<file path="src/rtl/fp_mul_pkg.sv">
// Shared constants, operand classes and the exponent bias helper for the
// pipelined floating-point multiplier.
package fp_mul_pkg;

  localparam int EXP_W_DEF      = 8;
  localparam int MAN_W_DEF      = 23;
  localparam int FLAG_W         = 3;
  localparam int FLAG_INVALID   = 2;
  localparam int FLAG_OVERFLOW  = 1;
  localparam int FLAG_UNDERFLOW = 0;

  typedef enum logic [1:0] {
    ZERO   = 2'd0,
    NORMAL = 2'd1,
    INF    = 2'd2,
    NAN    = 2'd3
  } op_class_e;

  function automatic int fp_bias(input int exp_w);
    return (32'sd1 << (exp_w - 1)) - 32'sd1;
  endfunction

endpackage

</file>
<file path="src/rtl/fp_mul_round.sv">
// Rounds a normalised significand (leading one at the MSB) to MAN_W fraction bits.
// FP_MUL_RNE_EN selects round-to-nearest-even; otherwise the fraction is truncated.
module fp_mul_round
  import fp_mul_pkg::*;
#(
  parameter int MAN_W = MAN_W_DEF
) (
  input  logic [2*MAN_W+1:0] sig,
  output logic [MAN_W-1:0]   frac,
  output logic               exp_inc
);

`ifdef FP_MUL_RNE_EN
  logic           guard;
  logic           round_bit;
  logic           sticky;
  logic           round_up;
  logic [MAN_W:0] sum;
  logic           unused_bits;

  assign unused_bits = sig[2*MAN_W+1];

  // Guard/round/sticky decision; an all-ones fraction carrying out bumps the exponent.
  always_comb begin
    guard     = sig[MAN_W];
    round_bit = sig[MAN_W-1];
    sticky    = |sig[MAN_W-2:0];
    round_up  = guard & (round_bit | sticky | sig[MAN_W+1]);
    sum       = {1'b0, sig[2*MAN_W:MAN_W+1]} + {{MAN_W{1'b0}}, round_up};
    frac      = sum[MAN_W-1:0];
    exp_inc   = sum[MAN_W];
  end
`else
  logic unused_bits;

  assign unused_bits = ^{sig[2*MAN_W+1], sig[MAN_W:0]};

  // Round toward zero: keep the top fraction bits and drop the rest.
  always_comb begin
    frac    = sig[2*MAN_W:MAN_W+1];
    exp_inc = 1'b0;
  end
`endif

endmodule

</file>
<file path="src/rtl/fp_multiplier_pipe.sv">
// Three-stage pipelined floating-point multiplier with valid/ready handshake.
// Define FP_MUL_RNE_EN for round-to-nearest-even; default build truncates.
module fp_multiplier_pipe
  import fp_mul_pkg::*;
#(
  parameter int EXP_W = EXP_W_DEF,
  parameter int MAN_W = MAN_W_DEF
) (
  input  logic                   clk,
  input  logic                   reset_n,
  input  logic                   in_valid,
  output logic                   in_ready,
  input  logic [EXP_W+MAN_W:0]   a,
  input  logic [EXP_W+MAN_W:0]   b,
  output logic                   out_valid,
  input  logic                   out_ready,
  output logic [EXP_W+MAN_W:0]   result,
  output logic [FLAG_W-1:0]      flags
);

  localparam int W  = 1 + EXP_W + MAN_W;
  localparam int EW = EXP_W + 2;
  localparam int PW = 2 * MAN_W + 2;
  localparam logic signed [EW-1:0] BIAS_S     = EW'(fp_bias(EXP_W));
  localparam logic signed [EW-1:0] EXP_MAX_S  = {2'b00, {EXP_W{1'b1}}};
  localparam logic signed [EW-1:0] EXP_ZERO_S = {EW{1'b0}};

  logic                 advance;
  op_class_e            cls_a, cls_b, s1_cls_d, s1_cls, s2_cls;
  logic signed [EW-1:0] s1_exp_d, s1_exp, s2_exp, exp_fin;
  logic                 s1_valid, s1_sign, s2_valid, s2_sign;
  logic [MAN_W:0]       s1_man_a, s1_man_b;
  logic [PW-1:0]        s2_prod, norm;
  logic                 prod_msb, exp_inc;
  logic [MAN_W-1:0]     frac_rnd;
  logic [W-1:0]         result_d;
  logic [FLAG_W-1:0]    flags_d;

  function automatic op_class_e classify(input logic [EXP_W-1:0] e, input logic [MAN_W-1:0] f);
    op_class_e c;
    if (e == {EXP_W{1'b0}})      c = ZERO;
    else if (e != {EXP_W{1'b1}}) c = NORMAL;
    else if (f == {MAN_W{1'b0}}) c = INF;
    else                         c = NAN;
    return c;
  endfunction

  // The whole pipeline freezes only while a finished result waits on the consumer.
  assign advance  = !(out_valid && !out_ready);
  assign in_ready = advance;

  // S1: classify operands, resolve special cases, sum biased exponents.
  always_comb begin
    cls_a = classify(a[W-2:MAN_W], a[MAN_W-1:0]);
    cls_b = classify(b[W-2:MAN_W], b[MAN_W-1:0]);
    if (cls_a == NAN || cls_b == NAN || (cls_a == INF && cls_b == ZERO) || (cls_a == ZERO && cls_b == INF))
      s1_cls_d = NAN;
    else if (cls_a == INF || cls_b == INF)
      s1_cls_d = INF;
    else if (cls_a == ZERO || cls_b == ZERO)
      s1_cls_d = ZERO;
    else
      s1_cls_d = NORMAL;
    s1_exp_d = $signed({2'b00, a[W-2:MAN_W]}) + $signed({2'b00, b[W-2:MAN_W]}) - BIAS_S;
  end

  // Stage registers S1 and S2; bubbles flow through with their valid bit low.
  always_ff @(posedge clk or negedge reset_n) begin
    if (!reset_n) begin
      s1_valid <= 1'b0;
      s1_sign  <= 1'b0;
      s1_cls   <= ZERO;
      s1_exp   <= EXP_ZERO_S;
      s1_man_a <= {(MAN_W+1){1'b0}};
      s1_man_b <= {(MAN_W+1){1'b0}};
      s2_valid <= 1'b0;
      s2_sign  <= 1'b0;
      s2_cls   <= ZERO;
      s2_exp   <= EXP_ZERO_S;
      s2_prod  <= {PW{1'b0}};
    end else if (advance) begin
      s1_valid <= in_valid;
      s1_sign  <= a[W-1] ^ b[W-1];
      s1_cls   <= s1_cls_d;
      s1_exp   <= s1_exp_d;
      s1_man_a <= {1'b1, a[MAN_W-1:0]};
      s1_man_b <= {1'b1, b[MAN_W-1:0]};
      s2_valid <= s1_valid;
      s2_sign  <= s1_sign;
      s2_cls   <= s1_cls;
      s2_exp   <= s1_exp;
      s2_prod  <= {{(MAN_W+1){1'b0}}, s1_man_a} * {{(MAN_W+1){1'b0}}, s1_man_b};
    end else begin
      s1_valid <= s1_valid;
      s2_valid <= s2_valid;
    end
  end

  assign prod_msb = s2_prod[PW-1];
  assign norm     = prod_msb ? s2_prod : {s2_prod[PW-2:0], 1'b0};

  fp_mul_round #(.MAN_W(MAN_W)) u_round (
    .sig     (norm),
    .frac    (frac_rnd),
    .exp_inc (exp_inc)
  );

  // S3: exponent after normalise and rounding carry, then range check and pack.
  always_comb begin
    exp_fin  = s2_exp + $signed({{(EW-1){1'b0}}, prod_msb}) + $signed({{(EW-1){1'b0}}, exp_inc});
    result_d = {W{1'b0}};
    flags_d  = {FLAG_W{1'b0}};
    case (s2_cls)
      NAN: begin
        result_d = {1'b0, {EXP_W{1'b1}}, 1'b1, {(MAN_W-1){1'b0}}};
        flags_d[FLAG_INVALID] = 1'b1;
      end
      INF:  result_d = {s2_sign, {EXP_W{1'b1}}, {MAN_W{1'b0}}};
      ZERO: result_d = {s2_sign, {(W-1){1'b0}}};
      NORMAL: begin
        if (exp_fin >= EXP_MAX_S) begin
          result_d = {s2_sign, {EXP_W{1'b1}}, {MAN_W{1'b0}}};
          flags_d[FLAG_OVERFLOW] = 1'b1;
        end else if (exp_fin <= EXP_ZERO_S) begin
          result_d = {s2_sign, {(W-1){1'b0}}};
          flags_d[FLAG_UNDERFLOW] = 1'b1;
        end else begin
          result_d = {s2_sign, exp_fin[EXP_W-1:0], frac_rnd};
        end
      end
      default: begin
        result_d = {W{1'b0}};
        flags_d  = {FLAG_W{1'b0}};
      end
    endcase
  end

  // Output register: holds result and flags steady while the consumer stalls.
  always_ff @(posedge clk or negedge reset_n) begin
    if (!reset_n) begin
      out_valid <= 1'b0;
      result    <= {W{1'b0}};
      flags     <= {FLAG_W{1'b0}};
    end else if (advance) begin
      out_valid <= s2_valid;
      result    <= result_d;
      flags     <= flags_d;
    end else begin
      out_valid <= out_valid;
    end
  end

endmodule

</file>
<file path="config.mk">
export PLATFORM = sky130hd
export DESIGN_NAME = fp_multiplier_pipe
export DESIGN_NICKNAME = d
export VERILOG_FILES = /design/src/rtl/fp_mul_pkg.sv /design/src/rtl/fp_mul_round.sv /design/src/rtl/fp_multiplier_pipe.sv
export SDC_FILE = /design/constraint.sdc
export NUM_CORES = 2
export LEC_CHECK = 0
export BUFFER_PORTS_ARGS = -buffer_cell sky130_fd_sc_hd__buf_2
export CAP_MARGIN = 20
export CORE_UTILIZATION = 50
export CTS_CLUSTER_SIZE = 24
export DETAILED_ROUTE_END_ITERATION = 7
export HOLD_SLACK_MARGIN = 0.03
export PLACE_DENSITY = 0.73
export SYNTH_ARGS = -nofsm -noshare
export SYNTH_HDL_FRONTEND = slang
export SYNTH_SLANG_ARGS = --single-unit
</file>
<file path="constraint.sdc">
create_clock -name clk -period 7.5 [get_ports clk]
set_input_delay 0.375 -clock clk [delete_from_list [all_inputs] [get_ports clk]]
set_output_delay 0.375 -clock clk [all_outputs]
set_load 0.01 [all_outputs]
</file>
### Yosys cells after proc, flatten, opt, wreduce, memory -nomap -nowiden

Cells that the tools add are included.

| word-level totals | value |
|---|---|
| bits in read-only memories | 0 |
| RAM bits | 0 |
| bits in latches | 0 |
| input bits | 68 |
| memories kept | 0 |
| output and inout bits | 37 |
| bits in registers | 160 |
| word-level logic and storage cells | 65 |

| cells by class | value |
|---|---|
| bitwise operators | 1 |
| add/subtract/negate cells | 3 |
| $mul | 1 |
| magnitude comparators | 2 |
| eq/ne operators | 9 |
| muxes and demuxes | 18 |
| div/mod/pow operators | 0 |
| shift-type cells | 0 |
| reduce and logical (&&, ||, !) cells | 17 |

Operators by type and width:

| operator | number |
|---|---|
| $pmux W32 S4 | 1 |
| $mux W31 | 2 |
| $mul A24 B24 Y48 | 1 |
| $mux W47 | 1 |
| $logic_not A23 Y1 | 2 |
| $logic_not A8 Y1 | 2 |
| $ne A8 B8 Y1 const B | 2 |
| $mux W2 | 7 |
| $eq A2 B2 Y1 const B | 6 |
| $add A10 B2 Y10 | 1 |
| $ge A10 B9 Y1 const B | 1 |
| $le A10 B1 Y1 const B | 1 |
| $sub A9 B7 Y10 const B | 1 |
| $add A8 B8 Y9 | 1 |
| $mux W1 | 7 |
| $logic_not A2 Y1 | 3 |
| $logic_or A1 B1 Y1 | 5 |
| $logic_and A1 B1 Y1 | 3 |
| $eq A2 B1 Y1 const B | 1 |
| $logic_not A1 Y1 | 2 |
| $xor A1 B1 Y1 | 1 |

### Depth between registers and ports, before layout

| depth | value |
|---|---|
| depth after elaboration | 9 |
| gate-level depth with buffers | 27 |
| depth with buffers taken out | 25 |

### By module

From an unflattened synthesis, not the netlist that was laid out.

| unflattened totals | value |
|---|---|
| cell total of the unflattened synthesis | 2,950 |
| area, all modules | 26,375.3 um2 |

Modules (own cells, without submodules):

| module | sequential area each (um2) | area each (um2) | instances | cells an instance |
|---|---|---|---|---|
| fp_multiplier_pipe | 3,978.8 | 26,191.4 | 1 | 2,925 |
| fp_mul_round | 0.0 | 183.9 | 1 | 25 |

### Least setup slack after synthesis

Ideal clock, no wire load.

| timing | value |
|---|---|
| kind | register to register |
| start | register s1_man_b[3] |
| end | register s2_prod[42] |
| cell stages (with the launch flop) | 27 |
| setup time | 0.104 ns |
| buffers on the path | 2 |
| clock period less this slack | 6.834 ns |
| arrival time | 6.730 ns |
| slack | 0.666 ns |
| required time | 7.396 ns |
| cells stage by stage | dfrtp_1 -> clkbuf_1 -> clkbuf_1 -> nand2_1 -> fa_1 -> inv_1 -> fa_1 -> inv_1 -> fa_1 -> inv_1 -> fa_1 -> inv_1 -> fa_1 -> inv_1 -> fa_1 -> inv_1 -> fa_1 -> inv_1 -> ha_1 -> nand2_1 -> o31a_1 -> or3b_1 -> a31o_2 -> a211oi_4 -> o211ai_1 -> and3b_1 -> o41ai_2 |

| on the way | value |
|---|---|
| longest elaborated chain between the ends | 1 |

RTL lines:

| what | line | source |
|---|---|---|
| start: declaration | fp_multiplier_pipe.sv:32 | `logic [MAN_W:0] s1_man_a, s1_man_b;` |
| start signal: assignment | fp_multiplier_pipe.sv:75 | `s1_man_b <= {(MAN_W+1){1'b0}};` |
| start signal: assignment | fp_multiplier_pipe.sv:87 | `s1_man_b <= {1'b1, b[MAN_W-1:0]};` |
| $mul A24 B24 Y48 | fp_multiplier_pipe.sv:92 | `s2_prod <= {{(MAN_W+1){1'b0}}, s1_man_a} * {{(MAN_W+1){1'b0}}, s1_man_b};` |
| end signal: assignment | fp_multiplier_pipe.sv:80 | `s2_prod <= {PW{1'b0}};` |
| end signal: assignment | fp_multiplier_pipe.sv:92 |  |
| end: declaration | fp_multiplier_pipe.sv:33 | `logic [PW-1:0] s2_prod, norm;` |

No other way between the ends.
A chain may end at the register's enable or synchronous reset.

### Worst setup path after layout

| timing | value |
|---|---|
| start | register s1_man_b[2] |
| end | register s2_prod[43] |

Same word-level chain as after synthesis.

==> results.py <==
metrics = {
    "synth": {
        "post-synth-top-count-cell": "nand2_1",
        "edff_count_synth": 0,
        "postSynthRegisterBits": 136,
        "postSynthCellCount": 2771,
        "post_synth.cell_area_avg_um2": 8.85,
        "post_synth_simple_gate_area_pct": 19.0,
        "synth.yosys.seq_area_share_pct": 13.9,
        "post_synthesis_net_count": 3508,
        "synth_top_flop_cell": "dfrtp_1",
        "post_synth_instance_area_um2": 24500,
        "synth_xor_xnor_area_share_pct": 1.36,
        "postSynth.asyncResetShare_pct": 100,
        "netlist_top_cells_count": "nand2_1, inv_1, fa_1",
        "synth-compound-area-share_pct": 5.18,
        "yosys.area.top_type_share_pct": 39.3,
        "synth.mux.area_fraction_pct": 0.938,
        "synth_top_family_by_area": "adder cells",
        "yosys-top-cells-area": "fa_1, dfrtp_1, ha_1",
        "most_area_hungry_cell_type_in_the_yosys_netlist": "fa_1",
        "synth_adder_area_share_pct": 48.9,
        "yosys.cell_types.count": 58,
        "ys.warnings.count": 0,
    },
    "timing": {
        "worst-slew-pin-transition_ns": 0.905,
        "final.setup_skew_ns": 0.0143,
        "timing.final.hold_violations": 0,
        "rsz0062_at_grt": "false",
        "slew_violations": 0,
        "max_freq_mhz": 139,
        "timing.max_slew.rel_slack_pct": 39.7,
        "setup_total_negative_slack_ns": 0,
        "setup_viol": 0,
        "period_share_pct": 95.8,
        "finalWorstPathRequiredPeriod_ns": 7.19,
    },
    "clock_tree": {
        "tritoncts": "built",
        "tritoncts_sink_count": 136,
        "clkTransAtPathRegs_ns": 0.07,
        "cts_root_buf": "clkbuf_16",
        "h-tree-depth": 4,
        "clock_insertion_delay_worst_skew_ns": 0.43,
        "cts_inserted_buffers": 17,
        "cts-hold-fix-buffers": 0,
        "clock_path_buffers": 2,
    },
    "grt": {
        "antenna_found_initial": 6,
        "grt_max_degree": 90,
        "grt_pass1_vias": 20500,
        "global_route_wire_length_before_repair_um": 109000,
        "grt-ovfl-total": 0,
        "groute.usage.overall_pct": 27.8,
    },
    "finish": {
        "drive_gt1_share_pct": 8.25,
        "layout.nets": 3571,
        "area_delta_synth_final_pct": 8.40,
    },
    "worst_setup_path": {
        "data_required_time_at_the_worst_endpoint_ns": 7.78,
        "cp_num_buf_inv": 6,
        "critical_path.startpoint_type": "flip-flop",
        "timing_worst_setup_path_type": "flip-flop to flip-flop",
        "cp_slowest_cell": "dfrtp_1",
        "crit_family": "adder cells",
        "crit_path_cell_trace": "buf_4, and2_1, fa_1, fa_1, inv_1, fa_1, inv_1, fa_1, fa_1, fa_1, inv_1, fa_1, inv_1, ha_1, nor2_1, o31a_1, or3b_1, a31o_2, a211oi_4, buf_4, nor2_1, o21ai_1, xnor2_1, a21oi_1",
        "critical_path_arrival_ns": 7.47,
        "crit_path_max_fanout": 15,
        "slowest_delay_ns": 0.57,
        "critPathCaptureType": "flip-flop",
        "crit_top_cell": "fa_1",
    },
    "die": {
        "die_w_um": 224,
        "dieHeight_um": 224,
        "initial_standard_cell_utilization_of_the_core_pct": 51.1,
        "top_level_ports": 105,
        "num_rows": 80,
        "floorplan.die_area_um2": 50000,
        "core-area_um2": 48000,
    },
    "detailed_routing": {
        "vias": 18800,
        "detail_route.drc_violations": 0,
        "detail_route.iter0.violations": 1453,
        "drt_pre_antenna_iters": 7,
        "route.detailed.wl_per_inst_um": 18.8,
        "routed_wl_um": 65300,
        "detail_route.vias_per_cell": 5.43,
        "final_antenna_net_count": 0,
    },
    "hold_path": {
        "min-delay-path-class": "input pin to asynchronous set/reset pin",
    },
    "job": {
        "max_cap_violations": 0,
    },
    "run_status": {
        "status": "complete, no violations",
    },
    "placement": {
        "post-dp-hpwl_um": 53200,
        "io_buffer_count": 104,
        "routabilityCongestion": 0.968,
    },
}
==> area by class of cell <==
class | count | area, um2
flip-flops and latches | 136 | 3410
inverters | 566 | 2130
clock buffers | 19 | 443
well taps | 615 | 769
repair buffers | 182 | 1150
diodes | 4 | 10.0
fillers | 4244 | 21400
multi-input cells | 1931 | 18500
clock inverters | 13 | 184
==> sequential cells by signal, indices dropped and copies added (netlist names) <==
signal and flops:
s2_prod 25, s2_exp 10, s1_cls 2, s1_sign 1
s2_sign 1, s2_valid 1, s1_exp 10, s1_valid 1
flags 3, out_valid 1, s1_man_b 23, s2_cls 2
result 32, s1_man_a 24
==> cell families (layout without fill, tap and decap cells) <==
| family | after synthesis | count (layout) |
|---|---|---|
| mux | 23 | 23 |
| xor+xnor | 38 | 38 |
| compound gates | 199 | 199 |
| flops | 136 | 136 |
| fa+ha+maj | 669 | 669 |
| other cells | 0 | 4 |
| simple gates | 1002 | 1002 |
| buf+inv | 704 | 780 |
==> final timing paths <==
kind	startpoint	end	slack, ns	cells after the start
worst max-delay path	s1_man_b[2]	s2_prod[43]	0.31	24
worst min-delay path	reset_n	s2_prod[43]	0.008	1
worst max register to register	s1_man_b[2]	s2_prod[43]	0.31	24
worst min register to register	s2_valid	out_valid	0.46	1
max in group asynchronous	reset_n	s1_man_b[10]	6.21	2
min in group clk	in_valid	s1_valid	0.15	3
==> per-stage QoR <==
stage / hold slack, ns / worst slack, ns / cells / utilization (%) / instance area (um2)
5_1_grt: 0.0812 / 0.000584 / 3465 / 55.4 / 26600
6_report: 0.00831 / 0.313 / 3466 / 55.4 / 26600
2_1_floorplan: 0.0794 / 0.666 / 2771 / - / 24500
4_1_cts: 0.0523 / 0.242 / 3462 / 55.3 / 26600
3_5_place_dp: 0.447 / 0.268 / 3430 / 54.0 / 25900
3_3_place_gp: 0.441 / 0.340 / 3430 / 54.0 / 25900
==> layout by cell type (no fill, tap or decap), types with 13 or more instances in the layout <==
cell type	synthesis	layout
nand2_1	573	573
inv_1	566	565
fa_1	482	482
and2_1	279	279
ha_1	187	187
dfrtp_1	136	127
buf_2	0	103
buf_4	0	74
a21oi_1	64	64
nor2_1	63	63
o21ai_0	52	52
xnor2_1	23	23
mux2i_1	23	23
a21o_1	17	17
clkbuf_16	0	17
xor2_1	15	15
nor4_1	14	14
nand3_1	13	13
==> layer usage <==
metal	wire length [um]	GRT usage [%]	share of wire, %	vias to the layer above
met5	18	0	0.028	-
li1	-	-	-	8365
met1	26600	36.9	41	9580
met2	31400	45.9	48	737
met4	2210	9.77	3.4	4
met3	5080	5.08	7.8	137
==> worst reg2reg max path: stages (launching register included) <==
cell,delay [ns]
dfrtp_1,0.57
buf_4,0.29
and2_1,0.17
fa_1,0.44
fa_1,0.55
inv_1,0.05
fa_1,0.53
inv_1,0.05
fa_1,0.42
fa_1,0.48
fa_1,0.55
inv_1,0.05
fa_1,0.54
inv_1,0.06
ha_1,0.34
nor2_1,0.07
o31a_1,0.26
or3b_1,0.37
a31o_2,0.26
a211oi_4,0.30
buf_4,0.18
nor2_1,0.08
o21ai_1,0.19
xnor2_1,0.15
a21oi_1,0.09
==> repair_timing <==
item | 4_1_cts | 5_1_grt
buffers inserted | 0 | 0
resized for setup | 0 | 10
setup endpoints to repair | 0 | 8
Power is not shown: default switching activity piles up to over one toggle a cycle in this logic, so the estimate is an artifact.
